$ cat src/rtl/uio_byte_tx_if.sv
// Signal bundle between the core / far end and uio_byte_tx.
// bus_par is present only when UIO_TX_PARITY_EN is defined.
interface uio_byte_tx_if;
  // Write side: a byte moves on a clock edge where wr_valid && wr_ready; wr_data must hold while
  // wr_valid is high and not accepted. Bus side: 4-phase, stb rises after data settles, ack answers,
  // stb falls, ack falls, then the bus is released.
  logic [7:0] wr_data;
  logic       wr_valid;
  logic       wr_ready;
  logic [7:0] bus_data;
  logic [7:0] bus_oe;
  logic       bus_stb;
  logic       bus_ack;
  logic       busy;
  logic       timeout;
`ifdef UIO_TX_PARITY_EN
  logic       bus_par;

  modport master (
    input  wr_data, wr_valid, bus_ack,
    output wr_ready, bus_data, bus_oe, bus_stb, busy, timeout, bus_par
  );
  modport slave (
    output wr_data, wr_valid, bus_ack,
    input  wr_ready, bus_data, bus_oe, bus_stb, busy, timeout, bus_par
  );
`else
  modport master (
    input  wr_data, wr_valid, bus_ack,
    output wr_ready, bus_data, bus_oe, bus_stb, busy, timeout
  );
  modport slave (
    output wr_data, wr_valid, bus_ack,
    input  wr_ready, bus_data, bus_oe, bus_stb, busy, timeout
  );
`endif
endinterface

$ cat src/rtl/uio_byte_tx.sv
// Byte transmitter for the bidirectional uio bus: small FIFO plus a strobe/ack sender that
// tri-states the pins between bytes. Define UIO_TX_PARITY_EN to add the bus_par even-parity output.
module uio_byte_tx #(
  parameter int DEPTH     = 4,
  parameter int SETUP_CYC = 1,
  parameter int TIMEOUT   = 255
) (
  input  logic              clk,
  input  logic              rst,
  uio_byte_tx_if.master     bus,
  output logic [1:0]        dbg_state_o
);
  localparam int AW      = $clog2(DEPTH);
  localparam int CNT_MAX = (TIMEOUT > SETUP_CYC) ? TIMEOUT : SETUP_CYC;
  localparam int CW      = $clog2(CNT_MAX + 1);
  localparam logic [CW-1:0] SU_LAST = CW'(SETUP_CYC - 1);
  localparam logic [CW-1:0] TO_LAST = CW'((TIMEOUT > 0) ? TIMEOUT - 1 : 0);

  typedef enum logic [1:0] {
    IDLE    = 2'd0,
    SETUP   = 2'd1,
    STROBE  = 2'd2,
    RELEASE = 2'd3
  } state_t;

  logic [7:0]    mem_q [DEPTH];
  logic [AW:0]   wptr_q, rptr_q;
  logic          full, empty, push, pop;
  state_t        state_q;
  logic [CW-1:0] cnt_q;
  logic [7:0]    data_q, oe_q;
  logic          stb_q, to_q;
  logic          to_hit;

  assign empty = (wptr_q == rptr_q);
  assign full  = (wptr_q[AW] != rptr_q[AW]) && (wptr_q[AW-1:0] == rptr_q[AW-1:0]);
  // No bypass: a full FIFO refuses the write even when the head is popped the same cycle.
  assign push  = bus.wr_valid && !full;
  assign pop   = (state_q == IDLE) && !empty && !bus.bus_ack;
  assign to_hit = (TIMEOUT != 0) && (cnt_q == TO_LAST);

  always_ff @(posedge clk) begin
    if (push) mem_q[wptr_q[AW-1:0]] <= bus.wr_data;
  end

  always_ff @(posedge clk or posedge rst) begin
    if (rst) begin
      wptr_q <= '0;
      rptr_q <= '0;
    end else begin
      if (push) wptr_q <= wptr_q + 1'b1;
      if (pop)  rptr_q <= rptr_q + 1'b1;
    end
  end

  always_ff @(posedge clk or posedge rst) begin
    if (rst) begin
      state_q <= IDLE;
      cnt_q   <= '0;
      data_q  <= '0;
      oe_q    <= '0;
      stb_q   <= 1'b0;
      to_q    <= 1'b0;
    end else begin
      to_q  <= 1'b0;
      cnt_q <= cnt_q + CW'(1);
      case (state_q)
        IDLE: begin
          cnt_q <= '0;
          if (pop) begin
            data_q  <= mem_q[rptr_q[AW-1:0]];
            oe_q    <= 8'hFF;
            state_q <= SETUP;
          end
        end
        SETUP: begin
          if (cnt_q == SU_LAST) begin
            stb_q   <= 1'b1;
            cnt_q   <= '0;
            state_q <= STROBE;
          end
        end
        STROBE: begin
          if (bus.bus_ack) begin
            stb_q   <= 1'b0;
            cnt_q   <= '0;
            state_q <= RELEASE;
          end else if (to_hit) begin
            stb_q   <= 1'b0;
            oe_q    <= '0;
            data_q  <= '0;
            to_q    <= 1'b1;
            state_q <= IDLE;
          end
        end
        RELEASE: begin
          // A timeout here drops the bus the same way as a stuck-low ack in STROBE.
          if (!bus.bus_ack || to_hit) begin
            oe_q    <= '0;
            data_q  <= '0;
            to_q    <= !bus.bus_ack ? 1'b0 : 1'b1;
            state_q <= IDLE;
          end
        end
        default: state_q <= IDLE;
      endcase
    end
  end

  assign bus.wr_ready = !full;
  assign bus.bus_data = data_q;
  assign bus.bus_oe   = oe_q;
  assign bus.bus_stb  = stb_q;
  assign bus.busy     = (state_q != IDLE) || !empty;
  assign bus.timeout  = to_q;
  assign dbg_state_o  = state_q;

`ifdef UIO_TX_PARITY_EN
  // data_q is cleared whenever the bus is released, so parity reads 0 while idle.
  assign bus.bus_par = ^data_q;
`endif
endmodule

$ cat src/flat_wrapper.sv
// flat-port wrapper written by rule: the top's interface ports become plain ports
module uio_byte_tx_flat 
#(
  parameter int DEPTH     = 4,
  parameter int SETUP_CYC = 1,
  parameter int TIMEOUT   = 255
)
  (clk, rst, dbg_state_o, bus_wr_data, bus_wr_valid, bus_bus_ack, bus_wr_ready, bus_bus_data, bus_bus_oe, bus_bus_stb, bus_busy, bus_timeout);
  uio_byte_tx_if bus_i ();
  input  logic clk;
  input  logic rst;
  output logic [1:0] dbg_state_o;
  input wire logic [$bits(bus_i.wr_data)-1:0] bus_wr_data;
  input wire logic [$bits(bus_i.wr_valid)-1:0] bus_wr_valid;
  input wire logic [$bits(bus_i.bus_ack)-1:0] bus_bus_ack;
  output wire logic [$bits(bus_i.wr_ready)-1:0] bus_wr_ready;
  output wire logic [$bits(bus_i.bus_data)-1:0] bus_bus_data;
  output wire logic [$bits(bus_i.bus_oe)-1:0] bus_bus_oe;
  output wire logic [$bits(bus_i.bus_stb)-1:0] bus_bus_stb;
  output wire logic [$bits(bus_i.busy)-1:0] bus_busy;
  output wire logic [$bits(bus_i.timeout)-1:0] bus_timeout;
  assign bus_i.wr_data = bus_wr_data;
  assign bus_i.wr_valid = bus_wr_valid;
  assign bus_i.bus_ack = bus_bus_ack;
  assign bus_wr_ready = bus_i.wr_ready;
  assign bus_bus_data = bus_i.bus_data;
  assign bus_bus_oe = bus_i.bus_oe;
  assign bus_bus_stb = bus_i.bus_stb;
  assign bus_busy = bus_i.busy;
  assign bus_timeout = bus_i.timeout;
  uio_byte_tx #(.DEPTH(DEPTH), .SETUP_CYC(SETUP_CYC), .TIMEOUT(TIMEOUT)) u_core (.clk(clk), .rst(rst), .bus(bus_i), .dbg_state_o(dbg_state_o));
endmodule
$ cat config.mk
export PLATFORM = sky130hd
export DESIGN_NAME = uio_byte_tx_flat
export DESIGN_NICKNAME = d
export VERILOG_FILES = /design/src/rtl/uio_byte_tx_if.sv /design/src/rtl/uio_byte_tx.sv /design/src/flat_wrapper.sv
export SDC_FILE = /design/constraint.sdc
export NUM_CORES = 1
export LEC_CHECK = 0
export ABC_AREA = 1
export CAP_MARGIN = 30
export CORE_ASPECT_RATIO = 1.25
export CORE_MARGIN = 5
export CORE_UTILIZATION = 45
export DETAILED_ROUTE_END_ITERATION = 8
export GPL_ROUTABILITY_DRIVEN = 1
export PLACE_DENSITY = 0.65
export SYNTH_ARGS = -nofsm -noshare
export SYNTH_HDL_FRONTEND = slang
export SYNTH_SLANG_ARGS = --single-unit
$ cat constraint.sdc
create_clock -name clk -period 1.9 [get_ports clk]
set_input_delay 0.475 -clock clk [delete_from_list [all_inputs] [get_ports clk]]
set_output_delay 0.475 -clock clk [all_outputs]
set_load 0.01 [all_outputs]
# --- Yosys cells after proc, flatten, opt, wreduce, memory -nomap -nowiden ---
# Memory sizes are Yosys's and may differ from the RTL's.
# Cells that the tools add are included.
totals:
  reg_bits: 34
  mem_bits_rw: 32
  input_bits: 12
  out_inout_bits: 22
  word_cells: 69
  mem_count: 1
mem_list:
  columns: ["name", "words", "word_bits", "read_ports", "rd_clocked_by_memory_dff", "wr", "line_no", "rtl"]
  rows:
  - ["u_core.mem_q", 4, 8, 1, 0, 1, "uio_byte_tx.sv:26", "logic [7:0] mem_q [DEPTH];"]
classes:
  n_addsub: 3
  eq_ne: 13
  muxes: 27
  n_reduce_logical: 17
ops:
  columns: ["operator", "n"]
  rows:
  - ["$pmux W8 S3", 3]
  - ["$mux W8", 7]
  - ["$mux W2", 5]
  - ["$mux W1", 9]
  - ["$add A8 B1 Y8 const B", 1]
  - ["$eq A8 B8 Y1 const B", 1]
  - ["$logic_not A8 Y1", 1]
  - ["$ne A2 B1 Y1 const B", 4]
  - ["$pmux W2 S4", 1]
  - ["$add A3 B1 Y3 const B", 2]
  - ["$reduce_and A5 Y1", 1]
  - ["$eq A2 B2 Y1 const B", 2]
  - ["$logic_and A1 B1 Y1", 4]
  - ["$pmux W1 S2", 2]
  - ["$reduce_and A4 Y1", 1]
  - ["$reduce_bool A2 Y1", 2]
  - ["$eq A3 B3 Y1", 1]
  - ["$logic_not A1 Y1", 3]
  - ["$ne A3 B2 Y1 const B", 1]
  - ["$reduce_and A3 Y1", 1]
  - ["$reduce_bool A3 Y1", 1]
  - ["$eq A2 B1 Y1 const B", 1]
  - ["$eq A2 B2 Y1", 1]
  - ["$logic_not A2 Y1", 1]
  - ["other kinds (3)", 4]

# --- Depth between registers and ports, before layout ---
# Gate-level depths: netlist of run 1.
depth:
  depth_word: 6
  mapped_depth: 10
  depth_no_buf: 9

# --- Worst setup path after synthesis of run 1 ---
# OpenSTA, ideal clock, no wires.
synth_path:
  path_type: "reg2reg"
  from: "register u_core.rptr_q[1]"
  to: "memory u_core.mem_q[3][0] (enable)"
  setup_ns: 0.374
  t_arrival_ns: 1.374
  path_slack_ns: 0.153
  stages_incl_launch_ff: 6
  synth_period_minus_slack_ns: 1.747
  cell_sequence: "dfrtp_1 > buf_4 > xnor2_4 > nand4_1 > nand2_2 > nor2_1"
synth_between:
  elab_chain_cells: 6
synth_lines:
  columns: ["item", "line_no", "rtl"]
  rows:
  - ["from (decl)", "uio_byte_tx.sv:27", "logic [AW:0] wptr_q, rptr_q;"]
  - ["from (signal assigned)", "uio_byte_tx.sv:52", "if (pop) rptr_q <= rptr_q + 1'b1;"]
  - ["$eq A2 B2 Y1", "uio_byte_tx.sv:36", "assign full = (wptr_q[AW] != rptr_q[AW]) && (wptr_q[AW-1:0] == rptr_q[AW-1:0]);"]
  - ["$logic_and A1 B1 Y1", "uio_byte_tx.sv:36", null]
  - ["$logic_not A1 Y1", null, null]
  - ["via bus_wr_ready", "flat_wrapper.sv:16", "output wire logic [$bits(bus_i.wr_ready)-1:0] bus_wr_ready;"]
  - ["$logic_and A1 B1 Y1", "uio_byte_tx.sv:38", "assign push = bus.wr_valid && !full;"]
  - ["$mux W1", "uio_byte_tx.sv:43", "if (push) mem_q[wptr_q[AW-1:0]] <= bus.wr_data;"]
  - ["$mux W1 (not written as such)", "uio_byte_tx.sv:43", null]
  - ["to (decl)", "uio_byte_tx.sv:26", null]
# The timed path passes the listed nets, and every way through them passes these cells.

==> results of run 1 <==
-- layer usage --
metal	GRT usage	vias up
met5	0	-
li1	-	1025
met4	0.0728	0
met2	0.251	40
met1	0.181	931
met3	0.0439	7
-- power groups by stage --
stage	clock network, mW	registers [mW]	logic [mW]
CTS	1.41	1.95	2.67
finish	1.37	1.95	2.63
global placement	0	1.96	2.62
detailed placement	0	1.97	2.65
floorplan	0	1.99	1.68
global route	1.46	1.99	2.93
-- cell usage after synthesis --
master / number / share of area
a21oi_1: 19 / 0.034
a21oi_2: 1 / 0.0031
a21oi_4: 1 / 0.0057
a31oi_1: 2 / 0.0044
buf_2: 3 / 0.0053
buf_4: 10 / 0.027
buf_6: 2 / 0.0080
dfrtp_1: 27 / 0.24
edfxtp_1: 32 / 0.34
ha_1: 8 / 0.035
inv_1: 22 / 0.029
inv_2: 2 / 0.0027
inv_6: 1 / 0.0031
nand2_1: 77 / 0.10
nand2_2: 3 / 0.0066
nand2_4: 2 / 0.0080
nand3_1: 11 / 0.019
nand3_2: 2 / 0.0071
nand3_4: 1 / 0.0062
nand4_1: 12 / 0.027
nor2_1: 23 / 0.031
nor2_2: 2 / 0.0044
nor2_4: 3 / 0.012
nor3_1: 4 / 0.0071
nor3b_1: 1 / 0.0027
o21a_1: 1 / 0.0027
o21ai_0: 2 / 0.0035
o21ai_1: 1 / 0.0018
o22ai_1: 1 / 0.0022
xnor2_1: 1 / 0.0031
xnor2_4: 1 / 0.0097
xor2_1: 3 / 0.0093
-- kinds of logic (layout without fill, tap and decap cells) --
logic type | count (synthesis) | in the layout | share of synthesized area
xor+xnor | 5 | 5 | 0.0221
simple gates | 141 | 141 | 0.233
fa+ha+maj | 8 | 8 | 0.0354
flops | 59 | 59 | 0.578
compound gates | 28 | 28 | 0.0570
buf+inv | 40 | 93 | 0.0747
-- cell type report --
class | instances | share of cell area
Clock buffer | 10 | 0.0360
Inverter | 25 | 0.0278
Tap cell | 85 | 0.0300
Multi-Input combinational cell | 182 | 0.277
Sequential cell | 59 | 0.462
Clock inverter | 6 | 0.0321
Timing Repair Buffer | 52 | 0.135
-- per-stage QoR --
stage,std cells,cell area [um^2],utilization
finish,419,3550,0.576
global placement,402,3300,0.536
global route,419,3550,0.576
detailed placement,402,3300,0.536
floorplan,281,2830,-
CTS,419,3550,0.576
-- state kept, by name, summed over array words and instances (netlist names) --
register             flops
u_core.bus.bus_stb       1
u_core.mem_q            32
u_core.dbg_state_o       2
u_core.bus.bus_data      8
u_core.wptr_q            3
u_core.bus.bus_oe        1
u_core.rptr_q            3
u_core.bus.timeout       1
u_core.cnt_q             8
-- what timing repair did --
action,CTS,global route
endpoints found under the setup margin,2,12
pin swaps,0,0
gates cloned,0,0
setup buffers,1,0
gates resized for setup,5,7
-- worst max path at each step --
stage / startpoint / endpoint / slack, ps / depth (start not counted)
global route: u_core.bus.bus_oe[6] / bus_bus_oe[2] / 20 / 1
CTS: u_core.dbg_state_o[0] / dbg_state_o[0] / 2 / 2
floorplan: u_core.rptr_q[1] / u_core.mem_q[3][0] / 150 / 5
detailed placement: bus_bus_ack / u_core.dbg_state_o[1] / 90 / 8
global placement: bus_bus_ack / u_core.bus.bus_data[0] / 110 / 7
finish: u_core.bus.bus_oe[6] / bus_bus_oe[4] / 110 / 1
==> summary.txt, run 1 <==
Timing
  • Fin crit share: 0.941
  • RSZ-0062 raised after global routing: no
  • Crit path time final: 1790 ps
  • Slew margin rel.: 0.759
  • Slew @ Worst Pin: 361 ps
  • Number of hold violations in the final report: 0
  • Setup TNS: 0 ps
  • Final Max Tran Viols: 0
  • Worst Setup Slack, final: 111 ps
  • Layout Skew: 7.72 ps
  • Final setup viols: 0
  • Fmax: 0.559 GHz
  • Final hold slack: 478 ps

Place
  • Dpl hpwl: 3.84 mm
  • GPL Wtd Cong: 0.836
  • Setup WS pre-CTS: 92.5 ps
  • PortBufs: 33

Floorplanning
  • Die area: 7990 um^2
  • Die X: 80.9 um
  • Boundary Pins: 34
  • Core Area: 6170 um^2
  • Row Count: 32
  • Die height: 98.7 um
  • Initial core utilization: 0.459

Global routing
  • GRT Util Overall: 0.153
  • Number of global-route vias before repair: 1984
  • Initial antenna violation count: 0
  • Global-route wire length before repair: 9.09 mm
  • Largest net degree at the start of global routing: 28
  • Remaining Overflow, GRT: 0

Detailed routing
  • WL/cell: 13.2 um
  • Drt first pass iters: 4
  • # DRC: 0
  • Vias post-DR: 2003
  • WL final: 5.54 mm
  • Antenna Nets Post-Route: 0
  • DR vias/cell: 4.78
  • Initial drt markers: 82
  • Routed wl met3: 255 um
  • Wire length on met1: 2.38 mm
  • Met2 Routed Length: 2.81 mm
  • Top sig layer: met4

Synth
  • Post-Syn Area: 2830 um^2
  • Synth Warn #: 0
  • Syn avg cell area: 10.1 um^2
  • Syn Nets: 301
  • Netlist cell types: 32
  • Flop and latch count out of synthesis: 59
  • Synth Instances: 281
  • Register area share after synthesis: 0.578

Setup path
  • Crit path DAT: 1310 ps
  • CP Launch Type: flop
  • Reg2reg path depth: 10
  • Critical Path Slowest Stage Cell: clkdlybuf4s50_1
  • Worst EP required: 1420 ps
  • Family with the most delay on the worst path: buffers and inverters
  • Worst path buffer plus inverter count: 1
  • RR Endpoint: u_core.bus.bus_data[7]
  • FF-to-FF setup slack: 310 ps
  • Crit-path max FO: 9
  • WS Path Type: reg2out
  • CP endpoint kind: output pin
  • Worst path cell trace: clkdlybuf4s50_1
  • Worst reg2reg path startpoint: u_core.cnt_q[0]
  • Biggest cell delay along the critical path: 560 ps

Power
  • Sw Share: 0.366
  • VDD IR max: 741 uV
  • Net Switching: 2.17 mW
  • Comb power frac: 0.442
  • LEAKAGE: 1.55 nW
  • Design Power: 5.94 mW
  • Clock network fraction of total power: 0.230
  • Internal: 3.77 mW
  • PwrDens: 1670 nW/um^2
  • Reg power frac: 0.328

Status
  • Status: finished clean

Worst hold path
  • Hold path cells: 2
  • Worst hold endpoint: u_core.bus.bus_data[1]
  • Worst hold start: u_core.bus.bus_data[1]
  • Hold Crit Class: reg2reg

Final layout
  • Register area: 1640 um^2
  • Commonest non-fill, non-tap cell in the layout: nand2_1
  • Synthesis-to-layout area growth: 25.4%
  • Fill count: 560
  • Multi-input logic area: 982 um^2
  • Commonest cells after routing, fill and taps aside: nand2_1, edfxtp_1, clkdlybuf4s50_1, dfrtp_1, nor2_1
  • # nets final: 349
  • Layout cells sized above 1: 0.177
  • ANT cells: 0

CTS
  • H-tree depth: 3
  • Reg clk slew, reported paths: 70 ps
  • Max clock buf depth: 2
  • CTS buffer count: 9
  • CTS Sinks: 59
  • Root Driver: clkbuf_8
  • Cts hold-fix bufs: 0
  • Clock Latency Late Sink: 330 ps
  • CTS tree: done

Flow run
  • Max-cap viol count: 0
Note: power is estimated with default switching activity, not from simulation.
==> run 2: changes to the inputs <==
--- a/config.mk
+++ b/config.mk
@@ -9,10 +9,10 @@
 export CAP_MARGIN = 30
 export CORE_ASPECT_RATIO = 1.25
 export CORE_MARGIN = 5
-export CORE_UTILIZATION = 45
+export CORE_UTILIZATION = 55
 export DETAILED_ROUTE_END_ITERATION = 8
 export GPL_ROUTABILITY_DRIVEN = 1
-export PLACE_DENSITY = 0.65
+export PLACE_DENSITY = 0.77
 export SYNTH_ARGS = -nofsm -noshare
 export SYNTH_HDL_FRONTEND = slang
 export SYNTH_SLANG_ARGS = --single-unit
==> run 2 against run 1 <==
Net effect:
- largest cell class unchanged
- via count about the same
- maximum frequency decreased by 0.57%
- count of clock-buffer cells in the layout unchanged
- non-clock buffer count is 3 lower
==> summary.txt, run 2 (synthesized netlist as in run 1, its figures left out) <==
Timing
  • Layout Skew: 6.58 ps (was 7.72 ps)
  • Fmax: 0.556 GHz (was 0.559 GHz)
  • Slew @ Worst Pin: 348 ps (was 361 ps)
  • Fin crit share: 0.947 (was 0.941)
  • Final Max Tran Viols: 0 (unchanged)
  • Crit path time final: 1800 ps (was 1790 ps)
  • Slew margin rel.: 0.768 (was 0.759)
  • Setup TNS: 0 ps (unchanged)
  • Number of hold violations in the final report: 0 (unchanged)
  • Final setup viols: 0 (unchanged)
  • RSZ-0062 raised after global routing: no (unchanged)

Final layout
  • Layout cells sized above 1: 0.169 (was 0.177)
  • ANT cells: 0 (unchanged)
  • Non-filler instance count after layout: 393 (was 419)
  • Max reg flops: 32 (unchanged)
  • # nets final: 346 (was 349)
  • Synthesis-to-layout area growth: 22.0% (was 25.4%)
  • Commonest non-fill, non-tap cell in the layout: nand2_1 (unchanged)
  • Commonest cells after routing, fill and taps aside: nand2_1, edfxtp_1, clkdlybuf4s50_1, dfrtp_1, nor2_1 (unchanged)
  • Core Util, Final: 0.684 (was 0.576)

Setup path
  • Crit path capture: bus_bus_oe[5] (was bus_bus_oe[4])
  • Critical Path Slowest Stage Cell: clkdlybuf4s50_1 (unchanged)
  • CP Launch Type: flop (unchanged)
  • Worst path cell trace: clkdlybuf4s50_1 (unchanged)
  • Worst EP required: 1420 ps (about the same)
  • CP endpoint kind: output pin (unchanged)
  • WS Path Type: reg2out (unchanged)
  • Biggest cell delay along the critical path: 570 ps (was 560 ps)
  • Crit. Startpoint: u_core.bus.bus_oe[6] (unchanged)
  • Family with the most delay on the worst path: buffers and inverters (unchanged)
  • Reg2reg path depth: 9 (was 10)
  • Critical path depth: 1 (unchanged)
  • Crit-path max FO: 9 (unchanged)
  • RR Endpoint: u_core.bus.bus_data[4] (was u_core.bus.bus_data[7])
  • FF-to-FF setup slack: 260 ps (was 310 ps)
  • Worst path buffer plus inverter count: 1 (unchanged)
  • Crit path DAT: 1320 ps (was 1310 ps)
  • Worst reg2reg path startpoint: u_core.cnt_q[0] (unchanged)

Detailed routing
  • Drt first pass iters: 4 (unchanged)
  • WL/cell: 14.3 um (was 13.2 um)
  • DR vias/cell: 5.10 (was 4.78)
  • WL final: 5.62 mm (was 5.54 mm)
  • Vias post-DR: 2004 (was 2003)
  • # DRC: 0 (unchanged)
  • Initial drt markers: 118 (was 82)
  • Antenna Nets Post-Route: 0 (unchanged)

Floorplanning
  • Boundary Pins: 34 (unchanged)
  • Die height: 90.2 um (was 98.7 um)
  • Die X: 74.2 um (was 80.9 um)
  • Die area: 6690 um^2 (was 7990 um^2)
  • Core Area: 5040 um^2 (was 6170 um^2)
  • Row Count: 29 (was 32)
  • Initial core utilization: 0.561 (was 0.459)

CTS
  • CTS Sinks: 59 (unchanged)
  • H-tree depth: 3 (unchanged)
  • CTS tree: done (unchanged)
  • CTS buffer count: 9 (unchanged)
  • Max clock buf depth: 2 (unchanged)
  • Root Driver: clkbuf_8 (unchanged)
  • Cts hold-fix bufs: 0 (unchanged)
  • Clock Latency Late Sink: 340 ps (was 330 ps)
  • Reg clk slew, reported paths: 70 ps (about the same)

Power
  • VDD IR max: 758 uV (was 741 uV)
  • PwrDens: 1650 nW/um^2 (was 1670 nW/um^2)
  • LEAKAGE: 1.53 nW (was 1.55 nW)

Status
  • Status: finished clean (unchanged)

Worst hold path
  • Worst hold start: u_core.bus.bus_data[7] (was u_core.bus.bus_data[1])
  • Hold Crit Class: reg2reg (unchanged)

Place
  • PortBufs: 33 (unchanged)
  • Dpl hpwl: 3.94 mm (was 3.84 mm)
  • Placed cells: 377 (was 402)
  • GPL Wtd Cong: 0.779 (was 0.836)

Global routing
  • GRT Util Overall: 0.189 (was 0.153)
  • Number of global-route vias before repair: 2000 (was 1984)
  • Global-route wire length before repair: 9.45 mm (was 9.09 mm)
  • Remaining Overflow, GRT: 0 (unchanged)
  • Initial antenna violation count: 0 (unchanged)
  • Largest net degree at the start of global routing: 28 (unchanged)

Flow run
  • Max-cap viol count: 0 (unchanged)
==> run 2: repair_timing <==
item,CTS,global route
gates resized for setup,6,6
setup buffers,0,0
endpoints found under the setup margin,2,12
endpoints found under the hold margin,0,0
==> run 2: stage by stage <==
| step | hold WS, ps | area [um^2] | setup slack, ps | power [mW] |
|---|---|---|---|---|
| 6_report | 486 | 3450 | 101 | 5.70 |
| 4_1_cts | 478 | 3450 | 4.34 | 5.77 |
| 3_5_place_dp | 462 | 3250 | 45.7 | 4.55 |
| 3_3_place_gp | 460 | 3250 | 88.0 | 4.45 |
| 5_1_grt | 500 | 3450 | 38.6 | 6.12 |
| 2_1_floorplan | 455 | 2830 | 153 | 3.67 |
==> run 2: layer usage <==
layer | vias up | track usage | share of wire
met5 | - | 0 | 0
met4 | 0 | 0.116 | 0.033
met3 | 12 | 0.0391 | 0.041
met2 | 45 | 0.298 | 0.52
met1 | 932 | 0.232 | 0.41
li1 | 1015 | - | -
==> run 2: power breakdown <==
group          internal [mW]  switching [mW]
clock                  0.729           0.486
sequential              1.73           0.218
combinational           1.07            1.46
==> run 2: layout make-up <==
class | instances | area [um^2]
flip-flops and latches | 59 | 1640
fillers | 397 | 1590
multi-input cells | 182 | 982
repair buffers | 49 | 445
clock buffers | 10 | 128
inverters | 25 | 98.8
clock inverters | 6 | 80.1
well taps | 62 | 77.6
==> run 2: how the worst min path moves through the flow <==
| stage | slack (ps) | cells after the start | endpoint |
|---|---|---|---|
| floorplan | 450 | 1 | u_core.cnt_q[0] |
| global placement | 460 | 2 | u_core.bus.bus_data[2] |
| detailed placement | 460 | 2 | u_core.bus.bus_data[7] |
| CTS | 480 | 2 | u_core.bus.bus_data[7] |
| global route | 500 | 2 | u_core.bus.bus_data[6] |
| finish | 490 | 2 | u_core.bus.bus_data[7] |
